**config.mk**
```make
export PLATFORM = sky130hd
export DESIGN_NAME = lab35_upcount
export DESIGN_NICKNAME = d
export VERILOG_FILES = /design/src/rtl/lab35_upcount.sv
export SDC_FILE = /design/constraint.sdc
export NUM_CORES = 1
export LEC_CHECK = 0
export ABC_CLOCK_PERIOD_IN_PS = 1950
export CORE_MARGIN = 3
export CORE_UTILIZATION = 42
export CTS_CLUSTER_SIZE = 28
export DETAILED_ROUTE_END_ITERATION = 10
export PLACE_DENSITY = 0.76
export SLEW_MARGIN = 20
export SYNTH_ARGS = -nofsm -noshare
export SYNTH_HDL_FRONTEND = slang
export SYNTH_SLANG_ARGS = --single-unit
export TNS_END_PERCENT = 30
```
**constraint.sdc**
```tcl
create_clock -name clk -period 1.95 [get_ports clk]
set_input_delay 0.2925 -clock clk [delete_from_list [all_inputs] [get_ports clk]]
set_output_delay 0.2925 -clock clk [all_outputs]
set_load 0.02 [all_outputs]
```
**src/rtl/lab35_upcount.sv**
```systemverilog
// lab35_upcount: parameterised modulo-N up counter with enable, synchronous
// clear, clamped parallel load, wrap or saturate at MAX, and a combinational
// terminal-count carry for cascading into wider or decade counters.
module lab35_upcount #(
    parameter int unsigned WIDTH    = 4,
    parameter int unsigned MAX      = 15,
    parameter bit          SATURATE = 1'b0
) (
    input  logic             clk,
    input  logic             reset,
    input  logic             en,
    input  logic             clear,
    input  logic             load,
    input  logic [WIDTH-1:0] load_val,
    output logic [WIDTH-1:0] q_out,
    output logic             tc,
    output logic             wrap_pulse,
    output logic             sat_flag,
    output logic [7:0]       wrap_cnt
);

    localparam logic [WIDTH-1:0] MAX_V = WIDTH'(MAX);

    logic             at_max;
    logic [WIDTH-1:0] load_clamped;
    logic             do_inc;
    logic             do_wrap;
    logic             do_sat;

    assign at_max = (q_out == MAX_V);

    // Carry out is combinational so the next stage advances on the same edge
    // as this stage wraps; it stays asserted at MAX in saturate mode too.
    assign tc = at_max & en;

    // Decode the counting action for this cycle (lower-priority than clear/load).
    always_comb begin
        load_clamped = (load_val > MAX_V) ? MAX_V : load_val;
        do_inc       = 1'b0;
        do_wrap      = 1'b0;
        do_sat       = 1'b0;
        if (en) begin
            if (!at_max) begin
                do_inc = 1'b1;
            end else if (SATURATE) begin
                do_sat = 1'b1;
            end else begin
                do_wrap = 1'b1;
            end
        end
    end

    // Count register: reset > clear > load > increment/wrap > hold.
    always_ff @(posedge clk) begin
        if (reset || clear) begin
            q_out <= '0;
        end else if (load) begin
            q_out <= load_clamped;
        end else if (do_inc) begin
            q_out <= q_out + WIDTH'(1);
        end else if (do_wrap) begin
            q_out <= '0;
        end
    end

    // Status flags: wrap pulse lasts one cycle, saturation flag is sticky
    // until something moves the count off MAX.
    always_ff @(posedge clk) begin
        if (reset || clear) begin
            wrap_pulse <= 1'b0;
            sat_flag   <= 1'b0;
        end else if (load) begin
            wrap_pulse <= 1'b0;
            sat_flag   <= SATURATE && (load_clamped == MAX_V);
        end else if (en) begin
            wrap_pulse <= do_wrap;
            sat_flag   <= do_sat;
        end else begin
            wrap_pulse <= 1'b0;
        end
    end

    // Wrap event counter, rolls over naturally at 255 -> 0.
    always_ff @(posedge clk) begin
        if (reset || clear) begin
            wrap_cnt <= '0;
        end else if (!load && do_wrap) begin
            wrap_cnt <= wrap_cnt + 8'd1;
        end
    end

endmodule

```
* After elaboration in Yosys (flattened, before gate mapping)
Index checks and enable logic that the tools add are counted.
** Cells by class
- Equality and inequality tests :: 1
- Add/subtract/negate cells :: 2
- Bitwise gates (word level) :: 2
- Reduce and logical (&&, ||, !) cells :: 5
- $lt $le $gt $ge :: 1
- Muxes and demuxes :: 8
** Operator list (number)
- 4-bit two-way mux :: 4
- 8-bit by 1-bit adder with 8-bit output (second input constant) :: 1
- 4-bit by 1-bit adder with 4-bit output (second input constant) :: 1
- 4-bit == test (second input constant) :: 1
- 4-bit > comparator (second input constant) :: 1
- 1-bit two-way mux :: 4
- 3-bit nonzero test :: 1
- 3-bit OR reduction :: 1
- 1-bit bitwise AND :: 1
- 1-bit logical AND :: 1
- 1-bit logical NOT :: 1
- 1-bit logical OR :: 1
- 1-bit NOT :: 1
** Word-level totals
- Register bits after elaboration :: 13
- Bits of input ports :: 9
- Output and inout port bits :: 15
- Word-level logic and storage cells :: 22

* Depth between registers and ports, before layout
Gate-level depths: netlist of the first run.
- Depth in word-level cells :: 6
- Mapped depth :: 6
- Mapped depth without buffers :: 5

* Least setup slack after synthesis of the first run
OpenSTA, ideal clock, no wires.
- Kind :: register -> register
- From :: register q_out[0]
- To :: register wrap_cnt[6]
- Required time :: 1.880 ns
- Slack :: 0.368 ns
- Data arrival time :: 1.512 ns
- Period minus slack after synthesis :: 1.582 ns
- Cell stages (with the launch flop) :: 5
- Setup time :: 0.070 ns
- Path buffers :: 0
- Cells stage by stage :: dfxtp_1 ha_1 nand4_2 or4_1 a21oi_1
** Between the ends
- Cells in the longest elaborated chain, start to end :: 4
** Ends and longest elaborated chain
- start, declared :: line 15 : output logic [WIDTH-1:0] q_out,
- start signal, assigned :: line 58 : q_out <= load_clamped;
- start signal, assigned :: line 60 : q_out <= q_out + WIDTH'(1);
- 4-bit == test :: line 30 : assign at_max = (q_out == MAX_V);
- 1-bit two-way mux :: line 43 : if (!at_max) begin
- 1-bit two-way mux :: line 42 : if (en) begin
- 1-bit logical AND :: line 87 : end else if (!load && do_wrap) begin
- end signal, assigned :: line 88 : wrap_cnt <= wrap_cnt + 8'd1;
- end, declared :: line 19 : output logic [7:0] wrap_cnt
Every way passes these cells.
A chain may end at the register's enable or synchronous reset.

* Worst setup path in the final report of the first run
- From :: register q_out[0]
- To :: output tc
** Between the ends
- Cells in the longest elaborated chain, start to end :: 2
** Ends and longest elaborated chain
- 4-bit == test :: line 30
- 1-bit bitwise AND :: line 34 : assign tc = at_max & en;
- end, declared :: line 16 : output logic tc,
Every way passes these cells.

==> results.yml, run 1 <==
status:
  status: "finished, final reports clean"
setup_path:
  crit_path_max_fanout: 5
  cp_slowest_stage_delay_ns: 0.40
  worstSetupPathType: "reg -> out"
  crit_family: "buffers and inverters"
  worst_path_max_delay_cell: "dfxtp_1"
  path_cells: "ha_1 > nand4_2 > inv_1 > dlygate4sd2_1"
  critPathRequiredTime_ns: 1.66
  critPathLaunchType: "register"
  critPathCaptureType: "output port"
  crit_buf_inv: 2
  worstPathArrival_ns: 1.44
synth:
  postSynthCellCount: 75
  yosys_warnings: 0
  syn_nets: 86
  synth.distinct_cells: 31
  synthFlopType: "dfxtp_1"
  ys_seq_elements: 13
  avgSynthCellArea_um2: 8.642
  yosysSeqAreaShare_pct: 40.15
  syn_area_um2: 648.1
  synth_enable_flop_cells: 0
  synthArstFlopShare_pct: 0
sta:
  period_minus_slack_ns: 1.729
  finalCritPeriodShare_pct: 88.67
  timing.final.max_slew_violations: 0
  tns_ns: 0
  fmax_mhz: 578.4
  setup_viol: 0
  hold_viol: 0
  rsz0062_at_grt: "no"
  worst_slack_ns: 0.2210
  finalClockSkew_ns: 0.003092
clock_tree:
  cts_tree: "yes"
  cts-root-buf: "clkbuf_4"
  clkSinkCount: 13
  cts-hold-fix-buffers: 0
  ctsLongestPathBuffers: 2
  cts_buffers: 3
  cts.repair.resized: 1
  cts.clk_slew.worst_paths_ns: 0.08
  htree_num_levels: 1
  clk-insertion-delay-late_ns: 0.27
  cts_setup_buffers: 0
global_routing:
  overflow: 0
  grt_usage_pct: 15.10
  grt_start_max_net_pins: 17
  grt_pass1_wl_um: 2256
  grt_pass1_vias: 534
  antenna_found_initial: 0
die:
  start_util_pct: 47.44
  die_h_um: 45.28
  fp-row-count: 13
  die_area_um2: 2050
  fp.coreArea_um2: 1366
  die_w_um: 45.28
  io_pins: 24
power_and_ir_drop:
  power-per-cell-area_nw_per_um2: 536.3
  clock_power_share_pct: 33.7
  sequentialPowerShare_pct: 55.1
  swShare_pct: 23.50
  totalPowerFinal_uw: 495.2
  switchingPower_uw: 116.4
  vdd.ir_drop.worst_uv: 393.6
  p_leak_uw: 0.0003249
  p_comb_share_pct: 11.2
  p_int_uw: 378.8
drt:
  wl_met1_um: 644
  firstDrtPassIters: 4
  drt_iter0_markers: 9
  dr_wl_met3_um: 101
  final_antenna_net_count: 0
  drc_errors: 0
  detail_route.wl_per_cell_um: 12.10
  wirelength_um: 1404
  vias_per_cell: 5.552
  routed.top_layer: "met3"
  num_vias: 644
  wl_met2_um: 658
place:
  portBuffers: 22
  hpwlAfterDp_um: 1028
  gp_congestion: 0.7451
  dpl_worst_slack_ns: 0.07143
cells_and_area:
  layout-drive-gt1-share_pct: 8.911
  utilization_pct: 67.58
  diodes: 0
  layout.nets: 113
  syn2layout_area_growth_pct: 42.47
worst_hold_path:
  hp-class: "reg -> reg"
job:
  drv_cap: 0
## through the flow
stage | instances | hold slack, ns | instance area (um2)
2_1_floorplan | 75 | 0.4678 | 648.1
4_1_cts | 116 | 0.4854 | 923.4
5_1_grt | 116 | 0.5002 | 923.4
3_5_place_dp | 112 | 0.4733 | 898.4
3_3_place_gp | 112 | 0.4598 | 898.4
6_report | 116 | 0.4821 | 923.4
## placed cells by master, fill, tap and decap left out, drive strengths merged, types with 3 or more instances in the layout
cell            n
a21oi          11
buf             4
clkbuf          4
clkdlybuf4s50  21
dfxtp          13
nand3           4
nand4           3
o21ai           5
or3             4
## power groups by stage
stage / clock network (uW) / logic, uW / registers [uW]
6_report: 167 / 55.5 / 273
5_1_grt: 189 / 60.1 / 274
4_1_cts: 178 / 55.8 / 273
3_5_place_dp: 0 / 55.4 / 279
3_3_place_gp: 0 / 55.0 / 279
2_1_floorplan: 0 / 21.8 / 282
## path summary, 6_finish.rpt
kind               startpoint          end  slack [ns]  cells past startpoint
setup / recovery     q_out[0]           tc        0.22                      4
hold / removal    wrap_cnt[7]  wrap_cnt[7]        0.48                      2
setup reg to reg     q_out[0]  wrap_cnt[7]        0.30                      5
hold reg to reg   wrap_cnt[7]  wrap_cnt[7]        0.48                      2
## cells by family (layout without fill, tap and decap cells)
family,after synthesis,after routing,share of synthesized area (%)
AND/OR/NAND/NOR,29,29,28.38
AO/OA/AOI/OAI,23,23,20.85
flip-flops,13,13,40.15
buffers and inverters,5,31,3.475
adder cells (fa/ha/maj),2,2,3.860
XOR/XNOR,2,2,2.703
other,1,1,0.5786
## cell usage after synthesis, drive strengths merged, types with 3 or more instances
master | count | area, um2
clkbuf | 3 | 11.26
a21oi | 11 | 55.05
nand4 | 3 | 25.02
o21ai | 5 | 25.02
or3 | 4 | 25.02
dfxtp | 13 | 260.3
nand3 | 4 | 20.02
## cell type report
class                      instances  area [um2]
timing repair buffer              26       249.0
sequential                        13       260.3
clock buffer                       4       26.28
inverter                           1       3.754
multi-input combinational         57       365.4
tap                               15       18.77
fill                             121       442.9
## flip-flops by register name (all words and copies together) (netlist names)
register / count
wrap_pulse: 1
q_out: 4
wrap_cnt: 8
## worst register-to-register path, stage by stage (launching register included)
cell and delay, ns:
dfxtp_1 0.40, ha_1 0.23, nand4_2 0.12, buf_4 0.20, or4_1 0.51, a21oi_1 0.14
## metal layers
metal  vias to the layer above  track usage [%]
met5                         -                0
li1                        333                -
met1                       294            18.60
met2                        17            23.45
met3                         0            7.570
met4                         0            3.509
No activity file was read; power rests on OpenSTA's default activity.
==> run 2: changes to the inputs <==
--- a/config.mk
+++ b/config.mk
@@ -5,12 +5,13 @@
 export SDC_FILE = /design/constraint.sdc
 export NUM_CORES = 1
 export LEC_CHECK = 0
-export ABC_CLOCK_PERIOD_IN_PS = 1950
+export CELL_PAD_IN_SITES_DETAIL_PLACEMENT = 1
+export CELL_PAD_IN_SITES_GLOBAL_PLACEMENT = 1
 export CORE_MARGIN = 3
-export CORE_UTILIZATION = 42
+export CORE_UTILIZATION = 30
 export CTS_CLUSTER_SIZE = 28
 export DETAILED_ROUTE_END_ITERATION = 10
-export PLACE_DENSITY = 0.76
+export PLACE_DENSITY_LB_ADDON = 0.1
 export SLEW_MARGIN = 20
 export SYNTH_ARGS = -nofsm -noshare
 export SYNTH_HDL_FRONTEND = slang
==> results.yml, run 2 (same netlist as run 1, synthesis figures left out) <==
sta:
  rsz0062_at_grt: "no"
  hold_viol: 0
  worst_slack_ns: 0.1812
  tns_ns: 0
  finalClockSkew_ns: 0.005503
  timing.final.max_slew_violations: 0
  setup_viol: 0
  period_minus_slack_ns: 1.769
  fmax_mhz: 565.4
  finalCritPeriodShare_pct: 90.71
  hold_ws_ns: 0.4842
clock_tree:
  cts_buffers: 3
  cts_setup_buffers: 0
  cts_tree: "yes"
  cts.repair.resized: 1
  cts-root-buf: "clkbuf_4"
  clk-insertion-delay-late_ns: 0.27
  clkSinkCount: 13
  cts.clk_slew.worst_paths_ns: 0.09
  htree_num_levels: 1
  cts-hold-fix-buffers: 0
  ctsLongestPathBuffers: 2
drt:
  num_vias: 680
  wirelength_um: 1690
  final_antenna_net_count: 0
  drt_iter0_markers: 7
  firstDrtPassIters: 4
  detail_route.wl_per_cell_um: 13.20
  vias_per_cell: 5.313
  drc_errors: 0
cells_and_area:
  largest_registers: "wrap_cnt x8, q_out x4, wrap_pulse x1"
  largest_reg_flops: 8
  mostFrequentLayoutCells: "clkdlybuf4s50_1, dfxtp_1, a21oi_1, o21ai_0"
  final_common_cell: "clkdlybuf4s50_1"
  largest-register: "wrap_cnt"
  layout.nets: 113
  layout-drive-gt1-share_pct: 8.911
  final_cells: 128
  syn2layout_area_growth_pct: 44.79
  diodes: 0
global_routing:
  overflow: 0
  grt_usage_pct: 14.42
  grt_start_max_net_pins: 17
  grt_pass1_wl_um: 2967
  antenna_found_initial: 0
  grt_pass1_vias: 678
die:
  die_h_um: 52.48
  die_area_um2: 2754
  die_w_um: 52.48
  fp.coreArea_um2: 2002
  start_util_pct: 32.38
  fp-row-count: 16
  io_pins: 24
place:
  portBuffers: 22
  hpwlAfterDp_um: 1244
  place_inst: 124
  dpl_worst_slack_ns: 0.04982
  gp_congestion: 0.7055
power_and_ir_drop:
  switchingPower_uw: 119.0
  sequentialPowerShare_pct: 54.8
  vdd.ir_drop.worst_uv: 217.3
  p_int_uw: 379.9
  totalPowerFinal_uw: 498.8
  swShare_pct: 23.85
  clock_power_share_pct: 33.6
  power-per-cell-area_nw_per_um2: 531.6
  p_leak_uw: 0.0003255
  p_comb_share_pct: 11.6
worst_hold_path:
  hp-class: "reg -> reg"
job:
  drv_cap: 0
status:
  status: "finished, final reports clean"
setup_path:
  critPathRequiredTime_ns: 1.66
  critPathLaunchType: "register"
  worstPathArrival_ns: 1.48
  worstSetupPathType: "reg -> out"
  critPathCaptureType: "output port"
  crit_path_max_fanout: 5
## run 2: cell counts in the layout (fill, tap and decap cells not counted)
No cell type changed its count.
## run 2: final cells by class
cell class	count	area [um2]
clock buffers	4	26.28
fillers	251	1064
inverters	1	3.754
multi-input cells	57	365.4
flip-flops and latches	13	260.3
well taps	27	33.78
repair buffers	26	249.0
## run 2: final timing paths
check                            startpoint     endpoint  slack (ns)  depth (start not counted)
worst min-delay path            wrap_cnt[7]  wrap_cnt[7]        0.48                          2
worst min register to register  wrap_cnt[7]  wrap_cnt[7]        0.48                          2
worst max register to register     q_out[0]  wrap_cnt[7]        0.24                          5
worst max-delay path               q_out[0]           tc        0.18                          4
## run 2: routing by layer
| metal | vias up | global-route usage [%] | routed length [um] |
|---|---|---|---|
| li1 | 332 | - | - |
| met1 | 326 | 18.10 | 795 |
| met2 | 20 | 23.76 | 802 |
| met3 | 2 | 2.564 | 82 |
| met4 | 0 | 6.383 | 10 |
| met5 | - | 0 | 0 |
## run 2: critical path, cell delays in order (launching register included)
cell and delay, ns:
dfxtp_1 0.41, ha_1 0.24, nand4_2 0.12, inv_1 0.10, dlygate4sd2_1 0.33
## run 2: through the flow
step,instance area (um2),util (%)
2_1_floorplan,648.1,-
3_3_place_gp,913.4,45.63
3_5_place_dp,913.4,45.63
4_1_cts,938.4,46.88
5_1_grt,938.4,46.88
6_report,938.4,46.88
## run 2: power groups by stage
stage	Clock (uW)	Sequential, uW	Combinational [uW]
global placement	0	279	57.8
CTS	173	273	58.7
finish	168	273	58.0
global route	189	274	63.4
floorplan	0	282	21.8
detailed placement	0	279	58.2
